<file path="config.mk">
export PLATFORM = sky130hd
export DESIGN_NAME = spi_flash_arbiter
export DESIGN_NICKNAME = d
export VERILOG_FILES = /design/src/rtl/spi_arb_pkg.sv /design/src/rtl/spi_byte_shifter.sv /design/src/rtl/spi_flash_arbiter.sv
export SDC_FILE = /design/constraint.sdc
export NUM_CORES = 1
export LEC_CHECK = 0
export ABC_AREA = 1
export CAP_MARGIN = 5
export CELL_PAD_IN_SITES_DETAIL_PLACEMENT = 1
export CELL_PAD_IN_SITES_GLOBAL_PLACEMENT = 1
export CORE_MARGIN = 4
export CORE_UTILIZATION = 43
export DETAILED_ROUTE_END_ITERATION = 8
export HOLD_SLACK_MARGIN = 0.15
export PLACE_DENSITY_LB_ADDON = 0.1
export SLEW_MARGIN = 20
export SYNTH_ARGS = -nofsm -noshare
export SYNTH_HDL_FRONTEND = slang
export SYNTH_HIERARCHICAL = 1
export SYNTH_SLANG_ARGS = --single-unit
</file>
<file path="constraint.sdc">
create_clock -name clk_48mhz -period 2.98 [get_ports clk_48mhz]
set_input_delay 0.596 -clock clk_48mhz [delete_from_list [all_inputs] [get_ports clk_48mhz]]
set_output_delay 0.596 -clock clk_48mhz [all_outputs]
set_load 0.01 [all_outputs]
</file>
<file path="src/rtl/spi_arb_pkg.sv">
// Shared types and sizes for the two-requester SPI flash arbiter.
package spi_arb_pkg;

    localparam int NUM_REQ = 2;
    localparam int BYTE_W  = 8;

    typedef enum logic [2:0] {
        IDLE,
        CS_SETUP,
        WAIT_BYTE,
        SHIFT,
        CS_HOLD,
        CS_IDLE
    } state_t;

    // Lone requester wins outright; on a tie the one that did not go last wins.
    function automatic logic pick_winner(input logic [NUM_REQ-1:0] req, input logic rr_last);
        if (req[0] && req[1]) return ~rr_last;
        return req[1];
    endfunction

endpackage

</file>
<file path="src/rtl/spi_byte_shifter.sv">
// One SPI mode-0 byte, MSB first: divider, bit counter, sck/mosi drive and miso capture.
module spi_byte_shifter
    import spi_arb_pkg::*;
#(
    parameter int CLK_DIV = 2
) (
    input  logic              clk,
    input  logic              rst_n,
    input  logic              start,
    input  logic [BYTE_W-1:0] tx_byte,
    output logic              done,
    output logic [BYTE_W-1:0] rx_byte,
    output logic              spi_sck,
    output logic              spi_mosi,
    input  logic              spi_miso
);

    localparam logic [7:0] DIV_LAST = 8'(CLK_DIV - 1);

    logic [7:0]        div_cnt;
    logic [2:0]        bit_cnt;
    logic              active;
    logic [BYTE_W-1:0] tx_sh;
    logic [BYTE_W-1:0] rx_sh;

    // mosi is the top of the transmit shifter, which only moves on falling edges.
    assign spi_mosi = tx_sh[BYTE_W-1];

    always_ff @(posedge clk or negedge rst_n) begin
        if (!rst_n) begin
            div_cnt <= '0;
            bit_cnt <= '0;
            active  <= 1'b0;
            tx_sh   <= '0;
            rx_sh   <= '0;
            rx_byte <= '0;
            spi_sck <= 1'b0;
            done    <= 1'b0;
        end else begin
            done <= 1'b0;
            if (start) begin
                active  <= 1'b1;
                spi_sck <= 1'b0;
                div_cnt <= '0;
                bit_cnt <= '0;
                tx_sh   <= tx_byte;
            end else if (active) begin
                if (div_cnt == DIV_LAST) begin
                    div_cnt <= '0;
                    spi_sck <= ~spi_sck;
                    if (!spi_sck) begin
                        rx_sh <= {rx_sh[BYTE_W-2:0], spi_miso};
                    end else begin
                        bit_cnt <= bit_cnt + 3'd1;
                        if (bit_cnt == 3'd7) begin
                            active  <= 1'b0;
                            done    <= 1'b1;
                            rx_byte <= rx_sh;
                        end else begin
                            tx_sh <= {tx_sh[BYTE_W-2:0], 1'b0};
                        end
                    end
                end else begin
                    div_cnt <= div_cnt + 8'd1;
                end
            end
        end
    end

endmodule

</file>
<file path="src/rtl/spi_flash_arbiter.sv">
// Round-robin sharing of one SPI flash port between the USB bridge (0) and boot reader (1).
module spi_flash_arbiter
    import spi_arb_pkg::*;
#(
    parameter int CLK_DIV        = 2,
    parameter int CS_IDLE_CYCLES = 4
) (
    input  logic                           clk_48mhz,
    input  logic                           reset_n,
    input  logic [NUM_REQ-1:0]             req,
    output logic [NUM_REQ-1:0]             gnt,
    input  logic [NUM_REQ-1:0]             tx_valid,
    input  logic [NUM_REQ-1:0][BYTE_W-1:0] tx_data,
    output logic [NUM_REQ-1:0]             tx_ready,
    output logic [NUM_REQ-1:0]             rx_valid,
    output logic [BYTE_W-1:0]              rx_data,
    output logic                           busy,
    output logic                           spi_cs,
    output logic                           spi_sck,
    output logic                           spi_mosi,
    input  logic                           spi_miso
);

    localparam logic [7:0] DIV_LAST  = 8'(CLK_DIV - 1);
    localparam logic [7:0] IDLE_LAST = 8'(CS_IDLE_CYCLES - 1);

    logic [1:0] rst_sync;
    logic       rst_n;
    state_t     state;
    logic       rr_last;
    logic [7:0] cnt;
    logic       win;
    logic       hs;
    logic       req_held;
    logic       done;

    // Assertion reaches every flop at once; release is aligned to the clock.
    always_ff @(posedge clk_48mhz or negedge reset_n) begin
        if (!reset_n) rst_sync <= '0;
        else          rst_sync <= {rst_sync[0], 1'b1};
    end
    assign rst_n = rst_sync[1];

    // rr_last doubles as the index of the current owner once granted.
    assign win      = pick_winner(req, rr_last);
    assign hs       = (state == WAIT_BYTE) && |(tx_valid & tx_ready);
    assign req_held = |(req & gnt);
    assign rx_valid = gnt & {NUM_REQ{done}};
    assign busy     = (state != IDLE);

    spi_byte_shifter #(.CLK_DIV(CLK_DIV)) u_shifter (
        .clk      (clk_48mhz),
        .rst_n    (rst_n),
        .start    (hs),
        .tx_byte  (tx_data[rr_last]),
        .done     (done),
        .rx_byte  (rx_data),
        .spi_sck  (spi_sck),
        .spi_mosi (spi_mosi),
        .spi_miso (spi_miso)
    );

    always_ff @(posedge clk_48mhz or negedge rst_n) begin
        if (!rst_n) begin
            state    <= IDLE;
            gnt      <= '0;
            tx_ready <= '0;
            spi_cs   <= 1'b1;
            rr_last  <= 1'b1;
            cnt      <= '0;
        end else begin
            case (state)
                IDLE: begin
                    if (|req) begin
                        gnt      <= '0;
                        gnt[win] <= 1'b1;
                        rr_last  <= win;
                        spi_cs   <= 1'b0;
                        cnt      <= '0;
                        state    <= CS_SETUP;
                    end
                end
                CS_SETUP: begin
                    if (cnt == DIV_LAST) begin
                        cnt      <= '0;
                        tx_ready <= gnt & req;
                        state    <= WAIT_BYTE;
                    end else begin
                        cnt <= cnt + 8'd1;
                    end
                end
                WAIT_BYTE: begin
                    if (hs) begin
                        tx_ready <= '0;
                        state    <= SHIFT;
                    end else if (!req_held) begin
                        tx_ready <= '0;
                        cnt      <= '0;
                        state    <= CS_HOLD;
                    end
                end
                SHIFT: begin
                    // A requester that let go mid-byte is not offered another slot.
                    if (done) begin
                        tx_ready <= gnt & req;
                        state    <= WAIT_BYTE;
                    end
                end
                CS_HOLD: begin
                    if (cnt == DIV_LAST) begin
                        cnt    <= '0;
                        spi_cs <= 1'b1;
                        gnt    <= '0;
                        state  <= CS_IDLE;
                    end else begin
                        cnt <= cnt + 8'd1;
                    end
                end
                CS_IDLE: begin
                    if (cnt == IDLE_LAST) begin
                        cnt   <= '0;
                        state <= IDLE;
                    end else begin
                        cnt <= cnt + 8'd1;
                    end
                end
                default: state <= IDLE;
            endcase
        end
    end

endmodule

</file>
==> out/summary.txt <==
clock share of power = 24.5%
final net count = 500
# rows = 30
sequential power share = 36.8%
final WL = 8030 um
DRC Markers = 0
clock-pin slew on the worst setup and hold paths = 70 ps
Pwr Density = 797 nW/um2
cell count after synthesis = 422
class of the worst hold path = flop to asynchronous set/reset pin
WL/cell = 14.0 um
Critical Path AT = 2510 ps
clock buffer depth = 2
post-route clock period utilization = 76.4%
synth unique cells = 32
clk sinks = 57
Starting DRT DRC Count = 95
Post-DRT Antenna Nets = 0
leak pwr = 2.06 nW
routability cong. = 0.858
CTS tree = yes
die area = 8670 um2
antenna cell count = 0
Post-CTS Setup Inserts = 0
CP Capture Type = flop
Vias/cell = 5.01
Critical Path RT = 3210 ps
switching pwr = 1.30 mW
Congestion Overflow GR = 0
Fin. Hold Viols = 0
total number of vias = 2864
Final Max Tran Viols = 0
share of layout cells above drive strength 1 = 11.1%
Logic pwr share = 38.7%
critical path buffer and inverter count = 3
Skew-Pair Late Insertion Delay = 340 ps
Startpoint Class = primary input
vias in the first global route = 3051
Root Buffer = clkbuf_8
Int Pwr = 1.75 mW
Max stage delay on crit path = 460 ps
unrepaired setup endpoints after global routing = false
CP max stage cell = clkdlybuf4s50_1
Die Width = 93.1 um
cell family with most CP delay = simple AND/OR/NAND/NOR gates
Post-Syn Nets = 451
fmax = 439 MHz
post-CTS sizing = 0
CTS Hold Bufs = 0
Synth Register Bits = 57
critical path class = primary input to flop
maximum VDD drop = 0.381 mV
largest net degree at the start of global routing = 24
Core ar. = 6910 um2
Sw Ratio = 42.7%
fin crit period = 2280 ps
initial core utilization = 45.1%
H-tree depth = 3
Netlist Area Pre-Place = 3120 um2
Num CTS Buffers = 9
placed inst area = 3630 um2
initial antenna violation count = 0
Setup Skew = 11.5 ps
Total Routing Usage GR = 20.0%
CP Cell Sequence = clkdlybuf4s50_1 > nand2_1 > nand2_1 > inv_1 > nor2_2 > inv_2 > nand2_2 > nand3_2 > nand2_1 > nand2_1
status = completed
first-pass GRT wire length = 13700 um
Design Area, Final = 3830 um2
die span in y = 93.1 um
Area growth syn-to-layout = 23.1%
Final setup viols = 0
setup TNS = 0 ps
sequential fraction of the synthesis area = 45.9%
max-cap violations = 0
synthesized area per cell = 7.38 um2
fillcell total = 900
Synth Warn # = 6
Worst path most repeated cell = nand2_1
critical path peak fanout = 18
Post-DP HPWL = 6030 um
drt pass-1 iters = 4
Buffers on Ports = 40
I/O pin count = 41
synth_stat cells:
cell type	instances	area (um2)
nand2_4	1	11.3
nand2_1	175	657
nand3b_1	1	7.51
inv_1	47	176
xor2_1	4	35.0
a31o_2	1	8.76
nand3_1	32	160
nand2_2	7	43.8
nor2_1	20	75.1
conb_1	1	3.75
nand3_2	3	30.0
o21ai_0	13	65.1
ha_1	6	75.1
nand4_1	14	87.6
inv_2	9	33.8
nor3_4	1	16.3
o21ai_1	9	45.0
buf_6	1	11.3
dfrtp_1	55	1380
nor2_4	1	11.3
nor2_2	3	18.8
o21ai_2	3	26.3
or2_2	1	6.26
o211ai_4	1	21.3
o21bai_1	1	7.51
nor3_1	1	5.00
buf_2	3	15.0
a21boi_0	1	7.51
o22ai_1	1	6.26
clkbuf_1	1	3.75
a21oi_1	3	15.0
dfstp_2	2	52.6
metal layers:
layer | vias to the layer above | GRT usage (%) | routed length [um]
met1 | 1388 | 24.2 | 3540
met4 | 0 | 8.42 | 143
met3 | 13 | 3.38 | 190
met5 | - | 0 | 0
met2 | 40 | 35.1 | 4160
li1 | 1423 | - | -
layout by cell type, fill, tap and decap left out, types with 2 or more instances in the layout:
master	n
inv_1	47
nand2_2	7
nand3_1	32
buf_4	3
ha_1	6
nand2_1	175
clkinvlp_4	3
o21ai_2	3
dfstp_2	2
nand3_2	3
a21oi_1	3
nor2_1	20
clkdlybuf4s50_1	40
inv_2	9
dfrtp_1	54
clkbuf_8	10
nor2_2	3
nand4_1	14
xor2_1	4
o21ai_0	13
o21ai_1	9
flip-flops by register name, summed over array words and instances, names as in the netlist, 2 cells and up:
| signal | flops |
|---|---|
| rst_sync | 2 |
| gnt | 2 |
| u_shifter/bit_cnt | 3 |
| u_shifter/div_cnt | 8 |
| state | 3 |
| u_shifter/tx_sh | 8 |
| cnt | 8 |
| u_shifter/rx_sh | 8 |
| u_shifter/rx_byte | 8 |
| tx_ready | 2 |
power by group through the flow:
stage / registers, mW / logic [mW] / clock network [mW]
6_report: 1.12 / 1.18 / 0.747
5_1_grt: 1.15 / 1.34 / 0.805
4_1_cts: 1.12 / 1.20 / 0.771
3_5_place_dp: 1.13 / 1.18 / 0
3_3_place_gp: 1.13 / 1.13 / 0
2_1_floorplan: 1.09 / 0.849 / 0
worst paths after layout:
check / startpoint / to / slack, ps / depth (start not counted)
min in group clk_48mhz: rst_sync[0] / rst_sync[1] / 370 / 0
worst max-delay path: tx_valid[1] / u_shifter/tx_sh[2] / 700 / 10
max in group asynchronous: rst_sync[1] / spi_cs / 2010 / 1
worst min register to register: rst_sync[1] / u_shifter/rx_sh[4] / 220 / 0
worst min-delay path: rst_sync[1] / u_shifter/rx_sh[4] / 220 / 0
worst max register to register: state[2] / u_shifter/tx_sh[2] / 760 / 10
worst register-to-register path, stage by stage (launching register included):
cell	delay, ps
dfrtp_1	470
inv_2	150
nand2_1	100
nor2_2	170
inv_2	90
nor2_2	250
inv_2	210
nand2_2	250
nand3_2	210
nand2_1	150
nand2_1	70
metrics by stage:
step           hold WS, ps  instances  setup slack (ps)  utilization, %  total power [mW]
4_1_cts                253        572               713            55.5              3.09
3_5_place_dp           250        556               396            52.6              2.31
2_1_floorplan          300        422              1270               -              1.94
5_1_grt                272        572               576            55.5              3.30
6_report               223        572               703            55.5              3.06
3_3_place_gp           248        556               526            52.6              2.26
cells by family (layout without fill, tap and decap cells):
logic type	count (synthesis)	count (layout)	synth area share, %
simple gates	260	260	36.3
buf+inv	61	115	7.71
flops	57	57	45.9
compound gates	33	33	6.51
fa+ha+maj	6	6	2.41
xor+xnor	4	4	1.12
other cells	1	1	0.120
area by class of cell:
cell class                      instances  area [um2]  share of cell area (%)
Clock inverter                          6        66.3                    1.73
Inverter                               56         210                    5.48
Tap cell                               96         120                    3.13
Sequential cell                        57        1430                    37.3
Clock buffer                           10         138                    3.59
Timing Repair Buffer                   43         423                    11.0
Multi-Input combinational cell        304        1450                    37.7
Power figures use the tool's default switching activity.
